File: config.mk
export PLATFORM = sky130hd
export DESIGN_NAME = arm_shift_unit
export DESIGN_NICKNAME = d
export VERILOG_FILES = /design/src/rtl/arm_shift_pkg.sv /design/src/rtl/arm_shift_step.sv /design/src/rtl/arm_shift_unit.sv
export SDC_FILE = /design/constraint.sdc
export NUM_CORES = 1
export LEC_CHECK = 0
export CAP_MARGIN = 20
export CORE_AREA = 2 2 86 88
export CTS_BUF_LIST = sky130_fd_sc_hd__clkbuf_8
export CTS_CLUSTER_DIAMETER = 150
export DETAILED_ROUTE_END_ITERATION = 12
export DIE_AREA = 0 0 88 90
export HOLD_SLACK_MARGIN = 0.12
export PLACE_DENSITY = 0.77
export SLEW_MARGIN = 20
export SYNTH_ARGS = -nofsm -noshare
export SYNTH_HDL_FRONTEND = slang
export SYNTH_SLANG_ARGS = --single-unit
File: constraint.sdc
create_clock -name clk -period 3.89 [get_ports clk]
set_input_delay 0.5835 -clock clk [delete_from_list [all_inputs] [get_ports clk]]
set_output_delay 0.5835 -clock clk [all_outputs]
set_load 0.01 [all_outputs]
File: src/rtl/arm_shift_pkg.sv
// Shared encodings and helpers for the ARM shifter_operand unit.
// Step size constant applies to builds with ARM_SHIFT_FAST_EN defined.
package arm_shift_pkg;

  localparam int WIDTH_DEF = 32;
  localparam int AMT_W_DEF = 8;
  localparam int CNT_W     = 6;

  localparam logic [3:0] STEP_BIG   = 4'd8;
  localparam logic [3:0] STEP_SMALL = 4'd1;

  typedef enum logic [2:0] {
    SH_LSL = 3'b000,
    SH_LSR = 3'b001,
    SH_ASR = 3'b010,
    SH_ROR = 3'b011,
    SH_RRX = 3'b100
  } shift_t;

  typedef enum logic [1:0] {
    ST_IDLE  = 2'd0,
    ST_SHIFT = 2'd1,
    ST_DONE  = 2'd2
  } state_t;

  // Reserved encodings fall back to LSL.
  function automatic shift_t norm_type(input logic [2:0] raw);
    if (raw <= 3'b100) begin
      return shift_t'(raw);
    end
    return SH_LSL;
  endfunction

  // Number of single-bit steps needed; the boundary results fall out of the iteration.
  function automatic logic [CNT_W-1:0] eff_count(input shift_t t,
                                                 input logic [AMT_W_DEF-1:0] amt);
    case (t)
      SH_LSL, SH_LSR: return (amt > 8'd33) ? 6'd33 : amt[CNT_W-1:0];
      SH_ASR:         return (amt > 8'd32) ? 6'd32 : amt[CNT_W-1:0];
      SH_ROR:         return ((amt != 8'd0) && (amt[4:0] == 5'd0)) ? 6'd32 : {1'b0, amt[4:0]};
      SH_RRX:         return 6'd1;
      default:        return 6'd0;
    endcase
  endfunction

endpackage

File: src/rtl/arm_shift_step.sv
// One combinational shifter iteration: advances the word by 1 or 8 bit positions
// and reports the bit that left the word as the new carry.
module arm_shift_step
  import arm_shift_pkg::*;
#(
  parameter int WIDTH = WIDTH_DEF
) (
  input  logic [WIDTH-1:0] word,
  input  logic             carry,
  input  shift_t           shift_type,
  input  logic [3:0]       step_sz,
  output logic [WIDTH-1:0] next_word,
  output logic             next_carry
);

  logic                    big;
  logic signed [WIDTH-1:0] word_s;
  logic signed [WIDTH-1:0] asr_s;

  assign big    = (step_sz == STEP_BIG);
  assign word_s = word;
  assign asr_s  = big ? (word_s >>> 8) : (word_s >>> 1);

  always_comb begin
    next_word  = word;
    next_carry = carry;
    case (shift_type)
      SH_LSL: begin
        next_word  = big ? {word[WIDTH-9:0], 8'h00} : {word[WIDTH-2:0], 1'b0};
        next_carry = big ? word[WIDTH-8] : word[WIDTH-1];
      end
      SH_LSR: begin
        next_word  = big ? {8'h00, word[WIDTH-1:8]} : {1'b0, word[WIDTH-1:1]};
        next_carry = big ? word[7] : word[0];
      end
      SH_ASR: begin
        next_word  = asr_s;
        next_carry = big ? word[7] : word[0];
      end
      SH_ROR: begin
        next_word  = big ? {word[7:0], word[WIDTH-1:8]} : {word[0], word[WIDTH-1:1]};
        next_carry = next_word[WIDTH-1];
      end
      SH_RRX: begin
        next_word  = {carry, word[WIDTH-1:1]};
        next_carry = word[0];
      end
      default: begin
        next_word  = word;
        next_carry = carry;
      end
    endcase
  end

endmodule

File: src/rtl/arm_shift_unit.sv
// Iterative ARM barrel shifter producing shifter_operand and shifter carry-out.
// Define ARM_SHIFT_FAST_EN to take 8-bit strides while at least 8 steps remain.
module arm_shift_unit
  import arm_shift_pkg::*;
#(
  parameter int WIDTH = WIDTH_DEF,
  parameter int AMT_W = AMT_W_DEF
) (
  input  logic             clk,
  input  logic             reset,
  input  logic             start,
  input  logic [WIDTH-1:0] value,
  input  logic [AMT_W-1:0] amount,
  input  logic [2:0]       shift_type,
  input  logic             carry_in,
  output logic             busy,
  output logic             done,
  output logic [WIDTH-1:0] result,
  output logic             carry_out
);

  state_t           state;
  shift_t           sh_type;
  logic [CNT_W-1:0] cnt;
  logic [3:0]       step_sz;
  logic [WIDTH-1:0] step_word;
  logic             step_carry;

`ifdef ARM_SHIFT_FAST_EN
  assign step_sz = (cnt >= 6'd8) ? STEP_BIG : STEP_SMALL;
`else
  assign step_sz = STEP_SMALL;
`endif

  arm_shift_step #(
    .WIDTH(WIDTH)
  ) u_step (
    .word      (result),
    .carry     (carry_out),
    .shift_type(sh_type),
    .step_sz   (step_sz),
    .next_word (step_word),
    .next_carry(step_carry)
  );

  // result/carry_out double as the working registers, so they hold once idle.
  always_ff @(posedge clk) begin
    if (reset) begin
      state     <= ST_IDLE;
      sh_type   <= SH_LSL;
      cnt       <= '0;
      busy      <= 1'b0;
      done      <= 1'b0;
      result    <= '0;
      carry_out <= 1'b0;
    end else begin
      case (state)
        ST_IDLE, ST_DONE: begin
          done <= 1'b0;
          if (start) begin
            result    <= value;
            carry_out <= carry_in;
            sh_type   <= norm_type(shift_type);
            cnt       <= eff_count(norm_type(shift_type), amount);
            busy      <= 1'b1;
            state     <= ST_SHIFT;
          end else begin
            state <= ST_IDLE;
          end
        end
        ST_SHIFT: begin
          if (cnt == '0) begin
            busy  <= 1'b0;
            done  <= 1'b1;
            state <= ST_DONE;
          end else begin
            result    <= step_word;
            carry_out <= step_carry;
            cnt       <= cnt - {2'b00, step_sz};
          end
        end
        default: begin
          busy  <= 1'b0;
          done  <= 1'b0;
          state <= ST_IDLE;
        end
      endcase
    end
  end

endmodule

==> metrics.md, run 1 <==
| Metric | Value |
|---|---|
| Status | complete, no violations |
| GRT Util Overall | 19.0% |
| WL met2 | 3720 um |
| # rows | 31 |
| Unrepaired setup endpoints after global routing | no |
| Switch Pwr | 495 uW |
| VDD IR max | 0.233 mV |
| Synth cell types | 49 |
| Largest net degree at the start of global routing | 42 |
| Crit end category | flip-flop |
| Critical Path RT | 4.14 ns |
| GPL Wtd Cong | 0.864 |
| Max-cap viol count | 0 |
| Mapped Cells | 349 |
| Setup TNS | 0 ns |
| Critical Path Slowest Stage Cell | nor2b_4 |
| Cts repair resizes | 0 |
| Root buffer selected by CTS | clkbuf_8 |
| Clock transition at path regs | 0.09 ns |
| CTS tree | yes |
| Fin. max-slew vios | 0 |
| Flops & latches, synth | 46 |
| Setup Buffers After CTS | 0 |
| Dpl hpwl | 5240 um |
| Iter 0 DRT Violations | 248 |
| Clk_lat worst skew | 0.30 ns |
| Share of the synthesized area in the top cell type | 34.0% |
| Ys async rst share | 0% |
| Antenna Cells | 0 |
| Die Ht | 90 um |
| Total Routed Length | 7820 um |
| Setup CP Type | reg2reg |
| IO buf count | 81 |
| Initial antenna violation count | 0 |
| DR vias/cell | 5.85 |
| CTS HTree Levels | 2 |
| P_int | 987 uW |
| Routed vias | 2,955 |
| Max incr delay on CP | 0.66 ns |
| First-pass GRT wire length | 12,500 um |
| CP startpoint | state[0] |
| Final nets | 454 |
| Worst Path Arrival | 2.65 ns |
| Fillers | 674 |
| Num CTS Buffers | 5 |
| Main synth FF type | dfxtp_1 |
| Fin Hold WS | 0.496 ns |
| Crit-path max FO | 31 |
| Max Clk Rate | 417 MHz |
| Sequential-to-total area share from yosys stat | 34.0% |
| Most common cell in the netlist | dfxtp_1 |
| Worst slew pin tran | 1.10 ns |
| Syn Nets | 398 |
| Grt ovf | 0 |
| Initial Utilization | 38.5% |
| Min Clock Period, post-route | 2.40 ns |
| # IOs | 82 |
| M1 wire length | 3420 um |
| DR DRC count | 0 |
| Die width | 88 um |
| Met3 WL post-DR | 576 um |
| Worst hold start | busy |
| Yosys top cell by area | dfxtp_1 |
| List of most frequent post-synthesis cells | 46 x dfxtp_1, 40 x nor2_1, 33 x a31oi_1, 33 x nand3_1, 33 x o21ai_0 |
| Post-Syn Area | 2710 um2 |
| Die area | 7920 um2 |
| Post-synth EDFFs | 0 |
| Tcrit/Tclk final | 61.7% |
| Clk_skew | 0.0131 ns |
| LEAKAGE | 1.25 nW |
| Power Density | 406 nW/um2 |
| Pre-Repair DR Iteration Count | 5 |
| Final setup vio count | 0 |
| Area delta synth->final | 34.9% |
| Worst reg2reg path startpoint | state[0] |
| Antenna Nets Post-Route | 0 |
| Hold Buf Count CTS | 0 |
| Layout cell share with drive strength beyond 1 | 6.16% |
| Yosys warns | 0 |
| Startpoint types | flip-flop |
| Wirelength per Cell | 15.5 um |
| Max_slew headroom | 26.8% |
| Vias in the first global route | 2,662 |
| Switching share of power | 33.4% |
| CP cell instances | nor2b_4, o21ai_1, a221oi_4, buf_4, a22o_1 |
| Core ar. | 7020 um2 |
| Clock Tree Buf Depth | 2 |
| Synthesized area per cell | 7.75 um2 |
| DR top layer | met4 |
| Clock sink count | 46 |
| Power Total | 1.48 mW |
| Hold Crit Class | reg2reg |
| Combinational share of power | 34.9% |
| Ranking of synthesized cells by area | dfxtp_1 34%, a22o_1 10%, a31oi_1 7.6%, nand3_1 6.1%, o21ai_0 6.1% |
| Clk pwr share | 24.1% |
| Fin. Hold Viols | 0 |
| Seq pwr share | 41.0% |
sequential cells by signal, indices dropped and copies added (netlist names):
| name | flops |
|---|---|
| state | 2 |
| sh_type | 3 |
| done | 1 |
| cnt | 6 |
| busy | 1 |
| carry_out | 1 |
| result | 32 |
metrics by stage:
step	worst slack, ns	utilization [%]	instances	area [um2]
finish	1.49	52.0	505	3650
global route	1.32	52.0	505	3650
CTS	1.48	52.0	505	3650
detailed placement	1.32	50.4	497	3540
global placement	1.37	50.4	497	3540
floorplan	1.87	-	349	2710
worst max-delay path: cells and delay by family (launching register included):
family	cells	cell delay, ns
AOI/OAI and AO/OA	3	0.90
buffers and inverters	1	0.37
DFF	1	0.40
and+or+nand+nor	1	0.66
logic make-up after synthesis:
logic type	count (synthesis)	share of synthesized area, %
compound gates	140	35.2
simple gates	114	20.3
flops	46	34.0
buf+inv	42	7.68
mux	3	1.16
xor+xnor	2	0.648
fa+ha+maj	2	0.925
path summary, 6_finish.rpt:
path / cells after the start / end / slack [ns]
worst max-delay path: 5 / result[21] / 1.49
worst min-delay path: 2 / busy / 0.50
worst max register to register: 5 / result[21] / 1.49
worst min register to register: 2 / busy / 0.50
layer usage:
layer	global-route usage [%]	vias to the layer above
met3	3.03	13
met2	30.8	126
li1	-	1425
met5	0	-
met4	5.64	0
met1	25.8	1391
layout by cell type, fill, tap and decap left out, types with 2 or more instances in the layout:
| master | instances |
|---|---|
| a211oi_1 | 3 |
| a21oi_1 | 14 |
| a22o_1 | 31 |
| a311oi_1 | 2 |
| a31oi_1 | 33 |
| buf_4 | 5 |
| clkbuf_8 | 5 |
| clkdlybuf4s50_1 | 81 |
| dfxtp_1 | 46 |
| ha_1 | 2 |
| inv_1 | 6 |
| mux2i_1 | 2 |
| nand2_1 | 10 |
| nand2b_1 | 4 |
| nand3_1 | 33 |
| nor2_1 | 40 |
| nor2b_1 | 5 |
| nor3_1 | 8 |
| nor3_2 | 2 |
| nor3b_1 | 2 |
| o21a_1 | 3 |
| o21ai_0 | 33 |
| o22ai_1 | 3 |
| o41ai_1 | 2 |
| or3_1 | 3 |
| xnor2_1 | 2 |
power by group through the flow:
stage	Sequential [mW]	Combinational (mW)	Clock [mW]
floorplan	0.622	0.287	0
global placement	0.616	0.503	0
detailed placement	0.617	0.512	0
CTS	0.607	0.516	0.361
global route	0.618	0.564	0.383
finish	0.607	0.518	0.357
final cells by class:
class	count	area [um2]	share of cell area, %
inverter	5	18.8	0.514
multi-input combinational	261	1630	44.6
clock buffer	5	68.8	1.89
sequential	46	921	25.2
timing repair buffer	86	848	23.2
tap	99	124	3.39
clock inverter	3	41.3	1.13
(Power assumes the default switching activity.)
==> run 2, diff against run 1 <==
clock period = 2.5 ns   (was 3.89 ns; I/O delays follow)
==> run 2 against run 1 <==
Against the previous run:
- clock skew decreased by 0.0067 ns
- die area unchanged
- core utilization increased by 1.0 points
- power increased by 53%
- first-iteration DRC count decreased by 16%
- cell count increased by 2.0%
- largest power group unchanged
==> metrics.md, run 2 (synthesis results as in run 1) <==
| Metric | Value |
|---|---|
| Max_slew headroom | 64.1% |
| Max Clk Rate | 491 MHz |
| Setup CP Type | in2reg |
| First-pass GRT wire length | 12,700 um |
| Min Clock Period, post-route | 2.04 ns |
| Die Ht | 90 um |
| Hold Buf Count CTS | 0 |
| Core ar. | 7020 um2 |
| Dpl hpwl | 5460 um |
| Status | complete, no violations |
| # IOs | 82 |
| Total Routed Length | 7830 um |
| Area delta synth->final | 37.6% |
| CP top delay family | compound AO/OA/AOI/OAI gates |
| CP bufs+invs | 1 |
| Setup Buffers After CTS | 0 |
| Cts repair resizes | 0 |
| Fillers | 667 |
| Antenna Nets Post-Route | 0 |
| Die width | 88 um |
| Layout cell share with drive strength beyond 1 | 8.65% |
| # rows | 31 |
| Power Total | 2.26 mW |
| CP cell instances | clkdlybuf4s50_1, or4_4, o211a_1, o311a_1, o31a_1 |
| Startpoint types | input port |
| Max-cap viol count | 0 |
| DR vias/cell | 5.71 |
| Top Registers | result: 32 flops, cnt: 6 flops, sh_type: 3 flops |
| Clock transition at path regs | 0.09 ns |
| Max incr delay on CP | 0.55 ns |
| VDD IR max | 0.295 mV |
| Clock Tree Buf Depth | 2 |
| CTS HTree Levels | 2 |
| Crit-path max FO | 4 |
| Critical Path RT | 2.71 ns |
| Most frequent cells in the layout | 81 x clkdlybuf4s50_1, 46 x dfxtp_1, 40 x nor2_1 |
| IO buf count | 81 |
| GRT Util Overall | 19.3% |
| Setup TNS | 0 ns |
| Worst slew pin tran | 0.538 ns |
| Root buffer selected by CTS | clkbuf_8 |
| Wirelength per Cell | 15.2 um |
| Hold Crit Class | reg2reg |
| Clock sink count | 46 |
| DR DRC count | 0 |
| Clk_lat worst skew | 0.31 ns |
| CTS tree | yes |
| Largest net degree at the start of global routing | 70 |
| Final nets | 464 |
| Max reg flops | 32 |
| Most flop-heavy register | result |
| Vias in the first global route | 2,677 |
| Commonest non-fill, non-tap cell in the layout | clkdlybuf4s50_1 |
| Worst Path Arrival | 2.24 ns |
| LEAKAGE | 1.30 nW |
| Power Density | 608 nW/um2 |
| Num CTS Buffers | 5 |
| Antenna Cells | 0 |
| Unrepaired setup endpoints after global routing | no |
| Critical Path Slowest Stage Cell | or4_4 |
| Initial Utilization | 38.5% |
| Routed vias | 2,943 |
| Crit end category | flip-flop |
| Fin. Hold Viols | 0 |
| Final setup vio count | 0 |
| Grt ovf | 0 |
| Fin. max-slew vios | 0 |
| GPL Wtd Cong | 0.853 |
| Clk_skew | 0.00643 ns |
| Iter 0 DRT Violations | 208 |
| Pre-Repair DR Iteration Count | 4 |
| Die area | 7920 um2 |
| Initial antenna violation count | 0 |
| Tcrit/Tclk final | 81.5% |
-- run 2: changes by cell type in the layout (fill, tap and decap cells not counted) --
cell and change:
bufinv_16 -1, clkbuf_8 +1, buf_12 +1, inv_1 -1
clkinv_2 +1, buf_4 +9
-- run 2: path summary, 6_finish.rpt --
kind / slack (ns) / to / start / depth (start not counted)
max: 0.46 / cnt[2] / amount[3] / 5
min: 0.50 / busy / busy / 2
max reg2reg: 0.54 / result[20] / cnt[0] / 7
min reg2reg: 0.50 / busy / busy / 2
-- run 2: through the flow --
step                      worst slack, ns  hold slack, ns  cells  utilization, %  area (um2)
final                               0.462           0.503    515            53.0        3720
after global routing                0.334           0.533    515            53.0        3720
after CTS                           0.463           0.511    515            53.0        3720
after detailed placement            0.136           0.500    507            51.7        3630
after global placement              0.166           0.471    507            51.7        3630
after floorplan                     0.689           0.473    349               -        2710
-- run 2: per-layer routing --
layer | share of wire, % | vias up | wire [um] | global-route usage, %
met5 | 0 | - | 0 | 0
met4 | 1.3 | 0 | 105 | 5.77
met3 | 5.8 | 11 | 454 | 3.49
met2 | 49 | 101 | 3820 | 31.6
met1 | 44 | 1377 | 3450 | 25.6
li1 | - | 1454 | - | -
-- run 2: report_power, final --
part	switching [mW]	internal [mW]
sequential	0.112	0.834
clock	0.269	0.223
combinational	0.399	0.426
-- run 2: cell type report --
cell class                      instances  area (um2)  share of cell area, %
Inverter                                5        18.8                  0.504
Sequential cell                        46         921                   24.7
Clock buffer                            6        82.6                   2.22
Multi-Input combinational cell        261        1630                   43.7
Timing Repair Buffer                   96         936                   25.1
Tap cell                               99         124                   3.33
Clock inverter                          2        12.5                  0.336
-- run 2: worst reg2reg max path, stage by stage (launching register included) --
cell,delay (ns)
dfxtp_1,0.35
inv_1,0.11
ha_1,0.17
nor2b_1,0.30
nand2_1,0.17
a311oi_4,0.34
buf_4,0.29
a22o_1,0.18
